===== config.mk =====
export PLATFORM = sky130hd
export DESIGN_NAME = inst_fetch
export DESIGN_NICKNAME = d
export VERILOG_FILES = /design/src/rtl/inst_fetch.sv
export SDC_FILE = /design/constraint.sdc
export NUM_CORES = 1
export LEC_CHECK = 0
export ABC_AREA = 1
export CAP_MARGIN = 5
export CORE_ASPECT_RATIO = 0.5
export CORE_MARGIN = 2
export CORE_UTILIZATION = 48
export DETAILED_ROUTE_END_ITERATION = 16
export GPL_TIMING_DRIVEN = 0
export PLACE_DENSITY = 0.83
export SLEW_MARGIN = 20
export SYNTH_ARGS = -nofsm -noshare
export SYNTH_HDL_FRONTEND = slang
export SYNTH_SLANG_ARGS = --single-unit

===== constraint.sdc =====
create_clock -name i_clk -period 3.8 [get_ports i_clk]
set_input_delay 0.76 -clock i_clk [delete_from_list [all_inputs] [get_ports i_clk]]
set_output_delay 0.76 -clock i_clk [all_outputs]
set_load 0.1 [all_outputs]

===== src/rtl/inst_fetch.sv =====
// rtl/inst_fetch.sv - credit-limited in-order instruction fetch with redirect flush
module inst_fetch #(
    parameter int          DEPTH    = 2,
    parameter logic [31:0] RESET_PC = 32'h0000_0000
) (
    input  logic        i_clk,
    input  logic        i_reset,
    input  logic        i_redirect,
    input  logic [31:0] i_redirect_pc,
    output logic        o_imem_req_valid,
    output logic [31:0] o_imem_req_addr,
    input  logic        i_imem_req_ready,
    input  logic        i_imem_rsp_valid,
    input  logic [31:0] i_imem_rsp_data,
    output logic        o_id_valid,
    output logic [31:0] o_id_pc,
    output logic [31:0] o_id_inst,
    input  logic        i_id_ready
);

    localparam int AW = (DEPTH > 1) ? $clog2(DEPTH) : 1;
    localparam int CW = AW + 1;

    logic [31:0]   r_pc;
    logic [31:0]   pcf_mem [DEPTH];
    logic [AW-1:0] pcf_wr;
    logic [AW-1:0] pcf_rd;
    logic [31:0]   q_pc    [DEPTH];
    logic [31:0]   q_inst  [DEPTH];
    logic [AW-1:0] q_wr;
    logic [AW-1:0] q_rd;
    logic [CW-1:0] q_count;
    logic [CW-1:0] r_inflight;
    logic [CW-1:0] r_drop;

    logic [CW:0]   credit_used;
    logic          credit_ok;
    logic          req_fire;
    logic          rsp_fire;
    logic          rsp_keep;
    logic          q_pop;

    // Every outstanding request already owns a queue slot, so the queue can never overflow.
    assign credit_used      = {1'b0, r_inflight} + {1'b0, q_count};
    assign credit_ok        = credit_used < (CW + 1)'(DEPTH);
    assign o_imem_req_valid = i_reset & ~i_redirect & credit_ok;
    assign o_imem_req_addr  = r_pc;

    assign req_fire = o_imem_req_valid & i_imem_req_ready;
    assign rsp_fire = i_imem_rsp_valid & (r_inflight != '0);
    assign rsp_keep = rsp_fire & (r_drop == '0) & ~i_redirect;
    assign q_pop    = (q_count != '0) & i_id_ready & ~i_redirect;

    assign o_id_valid = (q_count != '0);
    assign o_id_pc    = o_id_valid ? q_pc[q_rd]   : 32'h0;
    assign o_id_inst  = o_id_valid ? q_inst[q_rd] : 32'h0;

    always_ff @(posedge i_clk or negedge i_reset) begin
        if (!i_reset) begin
            r_pc       <= RESET_PC;
            pcf_wr     <= '0;
            pcf_rd     <= '0;
            q_wr       <= '0;
            q_rd       <= '0;
            q_count    <= '0;
            r_inflight <= '0;
            r_drop     <= '0;
        end else begin
            if (i_redirect) begin
                r_pc <= i_redirect_pc & ~32'h3;
            end else if (req_fire) begin
                r_pc <= r_pc + 32'd4;
            end

            if (req_fire) begin
                pcf_wr <= pcf_wr + AW'(1);
            end
            if (rsp_fire) begin
                pcf_rd <= pcf_rd + AW'(1);
            end
            r_inflight <= r_inflight + CW'(req_fire) - CW'(rsp_fire);

            // Everything still outstanding after a redirect belongs to the old path.
            if (i_redirect) begin
                r_drop <= r_inflight - CW'(rsp_fire);
            end else if (rsp_fire && (r_drop != '0)) begin
                r_drop <= r_drop - CW'(1);
            end

            if (i_redirect) begin
                q_rd    <= q_wr;
                q_count <= '0;
            end else begin
                if (rsp_keep) begin
                    q_wr <= q_wr + AW'(1);
                end
                if (q_pop) begin
                    q_rd <= q_rd + AW'(1);
                end
                q_count <= q_count + CW'(rsp_keep) - CW'(q_pop);
            end
        end
    end

    always_ff @(posedge i_clk) begin
        if (req_fire) begin
            pcf_mem[pcf_wr] <= r_pc;
        end
        if (rsp_keep) begin
            q_pc[q_wr]   <= pcf_mem[pcf_rd];
            q_inst[q_wr] <= i_imem_rsp_data;
        end
    end

    a_no_queue_overflow: assert property (@(posedge i_clk) disable iff (!i_reset)
        !(rsp_keep && (q_count == CW'(DEPTH))));

endmodule


==> results by group, run 1 <==
Timing
  • Unrepaired setup endpoints after global routing: false
  • Final hold vios: 0
  • Achievable clock frequency: 273.0 MHz
  • Setup violators final: 0
  • Final hold slack: 0.1466 ns
  • Max-slew violation total from the final report: 0
  • Minimum clock period: about 3.7 ns
  • Worst Tran Pin Value: 1.048 ns
  • Period utilization: 96.41%
  • Slew HR: between 20% and 30%
  • Worst Skew: 0.02039 ns

Cells and area
  • Final core occ: between 60% and 70%
  • Share of cells above drive strength 1: around 6.3%
  • ANT cells: 0
  • Layout Area Growth over Synthesis: 29.00%
  • Final #Nets: 1178

Routing
  • Via count: 7123
  • DRC Markers: 0
  • Post-route ant nets: 0
  • DRT Wirelength: roughly 23000 µm
  • Vias per inst: 5.162
  • 1st-iter DRT viols: slightly above 600
  • Pre-Repair DR Iteration Count: 5
  • Routed WL per cell: between 15 and 20 µm

Synth
  • Most frequent cell after synthesis: nand2_1
  • Area share of the largest cell type after synthesis: 57.85%
  • Yosys warnings: 0
  • Synth top area cells: edfxtp_1 58%, nand2_1 14%, dfrtp_1 10%
  • Synth area leader: edfxtp_1
  • Synthesis-stage register bit count: 224
  • Post-Synthesis Cells: 905
  • Post-synth top cells: 359 x nand2_1, 184 x edfxtp_1, 63 x a21oi_1, 53 x inv_1, 52 x nand3_1
  • Yosys cell types: 32
  • Cell Area, Synth: 0.009552 mm²
  • Top_reg_cell synth: edfxtp_1
  • Async SR Flop Fraction: ~18%
  • Syn Area/Cell: 10.55 µm²
  • Post-synth EDFFs: between 150 and 200
  • Register area share after synthesis: around two thirds

Power
  • Static Leak: 5.013 nW
  • Switching part of the total: 43.43%
  • Flop pwr share: 36.7%
  • Gate power share: 39.3%
  • P_sw: 0.003855 W
  • Internal power: 0.005022 W
  • Clock power share: a little under a quarter
  • Peak VDD IR: 298.3 µV
  • PwrDens: 720.5 mW/mm²

Place
  • Port bufs: 160
  • Final GP Congestion: about 0.9
  • HPWL Detailed: 16570 µm

Clock network
  • TritonCTS Buffers: 22
  • Max Root-Sink Buffers: 3
  • CTS tree: done
  • Clock latency on the worst-skew pair: 0.51 ns
  • Root Buffer: clkbuf_16
  • Clock sink count: 224
  • Hold Buf Count CTS: 0
  • Htree depth: 1
  • Clock transition at path regs: 0.07 ns

Critical path
  • Required time worst endpoint: 3.04 ns
  • Critical Path AT: 2.90 ns
  • CP Class: register to primary output
  • Crit-path max FO: 10
  • Startpoint Class: register
  • Reg2reg setup slack: around 1.5 ns
  • Setup crit end kind: primary output

Global routing
  • Vias in the first global route: 7266
  • Global-route wire length before repair: 37250 µm
  • Grt ovf: 0
  • GRT Util Overall: 22.45%
  • Initial antenna violation count: 0
  • Largest net degree at the start of global routing: 31

Floorplanning
  • Top-level port count: 168
  • Height of the die: roughly 100 µm
  • CORE AREA: 0.01950 mm²
  • Die area: 0.02111 mm²
  • DIE WIDTH: 203.5 µm
  • Rows: 36
  • Starting density of the core: 48.97%

Hold path
  • HP Class: input pin to async pin

Outcome
  • Status: finished, final reports clean

Job
  • Max-Cap Viols: 0
-- state kept, by name (all words and copies together), names as in the netlist, 2 cells and up --
register / cells
q_pc: 60
o_imem_req_addr: 30
q_count: 2
r_inflight: 2
r_drop: 2
q_inst: 64
pcf_mem: 60
-- layout by cell type (no fill, tap or decap), types with 2 or more instances in the layout --
cell type	instances
clkdlybuf4s50_1	98
o21bai_1	8
dlygate4sd2_1	57
buf_2	2
buf_4	8
clkbuf_16	23
inv_1	53
clkinv_1	4
o21ai_0	18
nor2_2	7
xor2_1	5
buf_12	4
nand2_1	359
clkdlybuf4s15_1	2
nor2_4	5
nand2_2	2
dfrtp_1	40
inv_2	3
bufinv_16	2
nor2_1	38
buf_16	3
clkinv_2	2
xnor2_1	8
clkbuf_1	34
buf_6	2
edfxtp_1	184
o211ai_1	4
conb_1	4
nand3_1	52
a21oi_1	63
ha_1	7
-- per-layer routing --
| metal | vias up | share of wire, % | track usage (%) |
|---|---|---|---|
| met5 | - | 0 | 0 |
| met1 | 3428 | 41 | 28.41 |
| met3 | 54 | 6.5 | 4.531 |
| met4 | 0 | 2.3 | 6.934 |
| met2 | 243 | 50 | 39.05 |
| li1 | 3398 | - | - |
-- final timing paths --
| check | to | cells after the start | from |
|---|---|---|---|
| hold / removal | o_imem_req_addr[16] | 1 | i_reset |
| max in group asynchronous | q_rd | 2 | i_reset |
| setup reg to reg | q_inst[1][4] | 4 | r_inflight[1] |
| setup / recovery | o_id_pc[15] | 6 | q_rd |
| min in group i_clk | q_pc[0][18] | 2 | pcf_mem[0][18] |
| hold reg to reg | q_pc[0][18] | 2 | pcf_mem[0][18] |
-- stage by stage --
stage	setup TNS, ns	total power, W	setup slack, ns	std cells	area (µm²)
2_1_floorplan	-73.50	0.005847	-0.5927	908	9563
3_3_place_gp	-397.41	0.006714	-2.395	1334	11500
3_5_place_dp	0	0.006879	0.2383	1342	11690
4_1_cts	0	0.008890	0.04567	1380	12320
5_1_grt	0	0.009238	0.01173	1380	12320
6_report	0	0.008878	0.1365	1380	12320
-- worst max-delay path, stage by stage, from the launching register on --
cell           delay (ns)
dfrtp_1              0.35
buf_2                0.20
inv_2                0.24
clkbuf_1             0.39
nand2_1              0.13
a21oi_1              0.18
dlygate4sd2_1        0.93
-- final cells by class --
cell class                 count  area (µm²)
buffer                        38       185.2
clock buffer                  30       611.8
clock inverter                 8       88.84
fill                        1458        7182
inverter                      57       215.2
multi-input combinational    589        2669
sequential                   224        6526
tap                          266       332.8
timing repair buffer         168        1693
-- power groups by stage --
stage                     combinational, W  clock (W)  sequential [W]
after floorplan                    0.00221          0         0.00363
after global placement             0.00342          0         0.00329
after detailed placement           0.00358          0         0.00330
after CTS                          0.00350    0.00214         0.00325
after global routing               0.00370    0.00225         0.00328
final                              0.00349    0.00213         0.00326
-- timing repair --
item,in CTS,in global routing
resized for setup,60,6
setup buffers,0,0
endpoints found under the hold margin,0,0
endpoints found under the setup margin,60,26
-- cells by family after synthesis --
| family | Yosys count | synth area share [%] |
|---|---|---|
| AOI/OAI and AO/OA | 94 | 5.266 |
| xor gates and xnor gates | 13 | 1.192 |
| adders and majority gates | 8 | 1.127 |
| buffers and inverters | 95 | 4.192 |
| DFF | 224 | 68.33 |
| other | 1 | 0.03926 |
| and+or+nand+nor | 470 | 19.86 |
No activity file was read; power rests on OpenSTA's default activity.
==> run 2, diff against run 1 <==
- CAP_MARGIN: 5 -> 15
- CORE_MARGIN: 2 -> not set
- GPL_ROUTABILITY_DRIVEN: not set -> 1
==> run 2 against run 1 <==
Net effect:
- cell count barely moved
- via count rose by 0.98%
- clock skew fell by 0.0038 ns
- setup slack got worse by 0.016 ns
- fmax fell by 0.44%
- final area fell by 0.24%
- critical path type unchanged
- combinational power barely moved
- sequential power barely moved
- critical path depth did not move
==> results by group, run 2 (synthesized netlist as in run 1, its figures left out) <==
Clock network
  • Clock latency on the worst-skew pair: 0.51 ns
  • Root Buffer: clkbuf_16
  • Htree depth: 1
  • Clock transition at path regs: about 0.07 ns
  • Hold Buf Count CTS: 0
  • Clock sink count: about 220
  • CTS tree: done
  • TritonCTS Buffers: 21
  • Max Root-Sink Buffers: 3

Routing
  • Routed length on met1: 10040 µm
  • Routed WL per cell: 17.42 µm
  • Met3 WL: approximately 1400 µm
  • DRT Wirelength: 24020 µm
  • 1st-iter DRT viols: 558
  • Via count: 7193
  • DRC Markers: 0
  • Met2 Wirelength: about 12000 µm
  • Pre-Repair DR Iteration Count: 5
  • Vias per inst: about 5.2
  • Highest metal used: met4
  • Post-route ant nets: 0

Place
  • Inst Count DP: roughly 1300
  • Port bufs: 160
  • HPWL Detailed: 16320 µm
  • Final GP Congestion: 0.9231
  • Placed Area: 0.01169 mm²

Hold path
  • HP Class: input pin to async pin

Timing
  • Max-slew violation total from the final report: 0
  • Worst Skew: 0.01660 ns
  • Achievable clock frequency: 271.8 MHz
  • Setup_tns: 0 ns
  • Final hold vios: 0
  • Setup violators final: 0
  • Slew HR: 30.21%
  • Unrepaired setup endpoints after global routing: false
  • Minimum clock period: 3.680 ns
  • Worst Tran Pin Value: around 1.0 ns
  • Period utilization: 96.83%

Cells and area
  • Most frequent cells in the layout: 359 x nand2_1, 184 x edfxtp_1, 98 x clkdlybuf4s50_1, 63 x a21oi_1, 58 x dlygate4sd2_1
  • Most flop-heavy register: q_inst
  • Max reg flops: 64
  • Register Area: 0.006526 mm²
  • Fin area: 0.01229 mm²
  • Most common cell after layout, fill and taps aside: nand2_1
  • ANT cells: 0
  • Share of cells above drive strength 1: 6.828%
  • Layout Area Growth over Synthesis: 28.69%
  • Final #Nets: 1176
  • Largest registers: q_inst: 64 flops, pcf_mem: 60 flops, q_pc: 60 flops
  • Fill cells: about 1400
  • Fin cells: 1379
  • Multi-input gate area: around 0.0027 mm²

Floorplanning
  • Height of the die: a little over 100 µm
  • Die area: 0.02050 mm²
  • Starting density of the core: about half
  • CORE AREA: between 0.015 and 0.02 mm²
  • Rows: 36
  • DIE WIDTH: 201.5 µm
  • Top-level port count: 168

Critical path
  • CP Class: register to primary output
  • Crit-path max FO: 10
  • Critical Path AT: just under 3 ns
  • Required time worst endpoint: around 3 ns
  • Setup crit end kind: primary output
  • Startpoint Class: register

Global routing
  • Largest net degree at the start of global routing: 26
  • Initial antenna violation count: 0
  • GRT Util Overall: a little under a quarter
  • Grt ovf: 0
  • Vias in the first global route: 7071
  • Global-route wire length before repair: 37040 µm

Power
  • PwrDens: 719.3 mW/mm²
  • Static Leak: 5.002 nW
  • Peak VDD IR: 330.0 µV
  • Tot Pwr: 0.008842 W

Job
  • Max-Cap Viols: 0

Outcome
  • Status: finished, final reports clean
[run 2: cell count changes in the layout (fill, tap and decap cells not counted), sizes merged]
cell / change
inv: +2
clkdlybuf4s15: -1
dlygate4sd2: +1
clkinv: +2
clkbuf: -7
buf: -1
clkinvlp: +3
[run 2: timing repair]
action / 4_1_cts / 5_1_grt
endpoints found under the setup margin: 60 / 3
endpoints found under the hold margin: 0 / 0
gates resized for setup: 61 / 4
pin swaps: 0 / 0
setup buffers: 0 / 0
[run 2: metrics by stage]
step	worst slack, ns	util, %	hold WS, ns
5_1_grt	0.01617	63.17	0.2307
3_5_place_dp	0.1486	60.09	0.5331
4_1_cts	0.06132	63.17	0.2091
3_3_place_gp	-2.458	59.09	0.5121
6_report	0.1204	63.17	0.2122
2_1_floorplan	-0.5927	-	0.4644
[run 2: worst paths after layout]
path / startpoint / to / slack (ns) / depth (start not counted)
max: q_rd / o_id_pc[26] / 0.12 / 6
min: i_reset / r_inflight[1] / 0.21 / 1
max reg2reg: r_inflight[1] / q_pc[1][25] / 1.04 / 5
min reg2reg: pcf_mem[1][24] / q_pc[1][24] / 0.56 / 2
max in group asynchronous: i_reset / q_rd / 3.07 / 2
min in group i_clk: pcf_mem[1][24] / q_pc[1][24] / 0.56 / 2
[run 2: power breakdown]
group | internal, W | switching (W) | total (W)
clock | 0.00116 | 0.000926 | 0.00209
sequential | 0.00304 | 0.000211 | 0.00325
combinational | 0.000715 | 0.00278 | 0.00350
total | 0.00492 | 0.00392 | 0.00884
[run 2: layer usage]
| metal | global-route usage [%] | vias to the layer above |
|---|---|---|
| met5 | 0 | - |
| met4 | 7.517 | 0 |
| met3 | 3.893 | 57 |
| met2 | 40.93 | 293 |
| met1 | 30.07 | 3447 |
| li1 | - | 3396 |
[run 2: cell type report]
type | instances | share of cell area, %
flip-flops and latches | 224 | 53.09
multi-input cells | 589 | 21.71
repair buffers | 167 | 13.76
clock buffers | 23 | 4.336
well taps | 266 | 2.708
inverters | 57 | 1.751
plain buffers | 38 | 1.507
clock inverters | 15 | 1.130
[run 2: critical path: stages, from the launching register on]
cell and delay, ns:
dfrtp_1 0.36, buf_2 0.20, inv_2 0.21, clkbuf_1 0.41, nand2_1 0.15, a21oi_1 0.23, clkdlybuf4s15_1 0.85
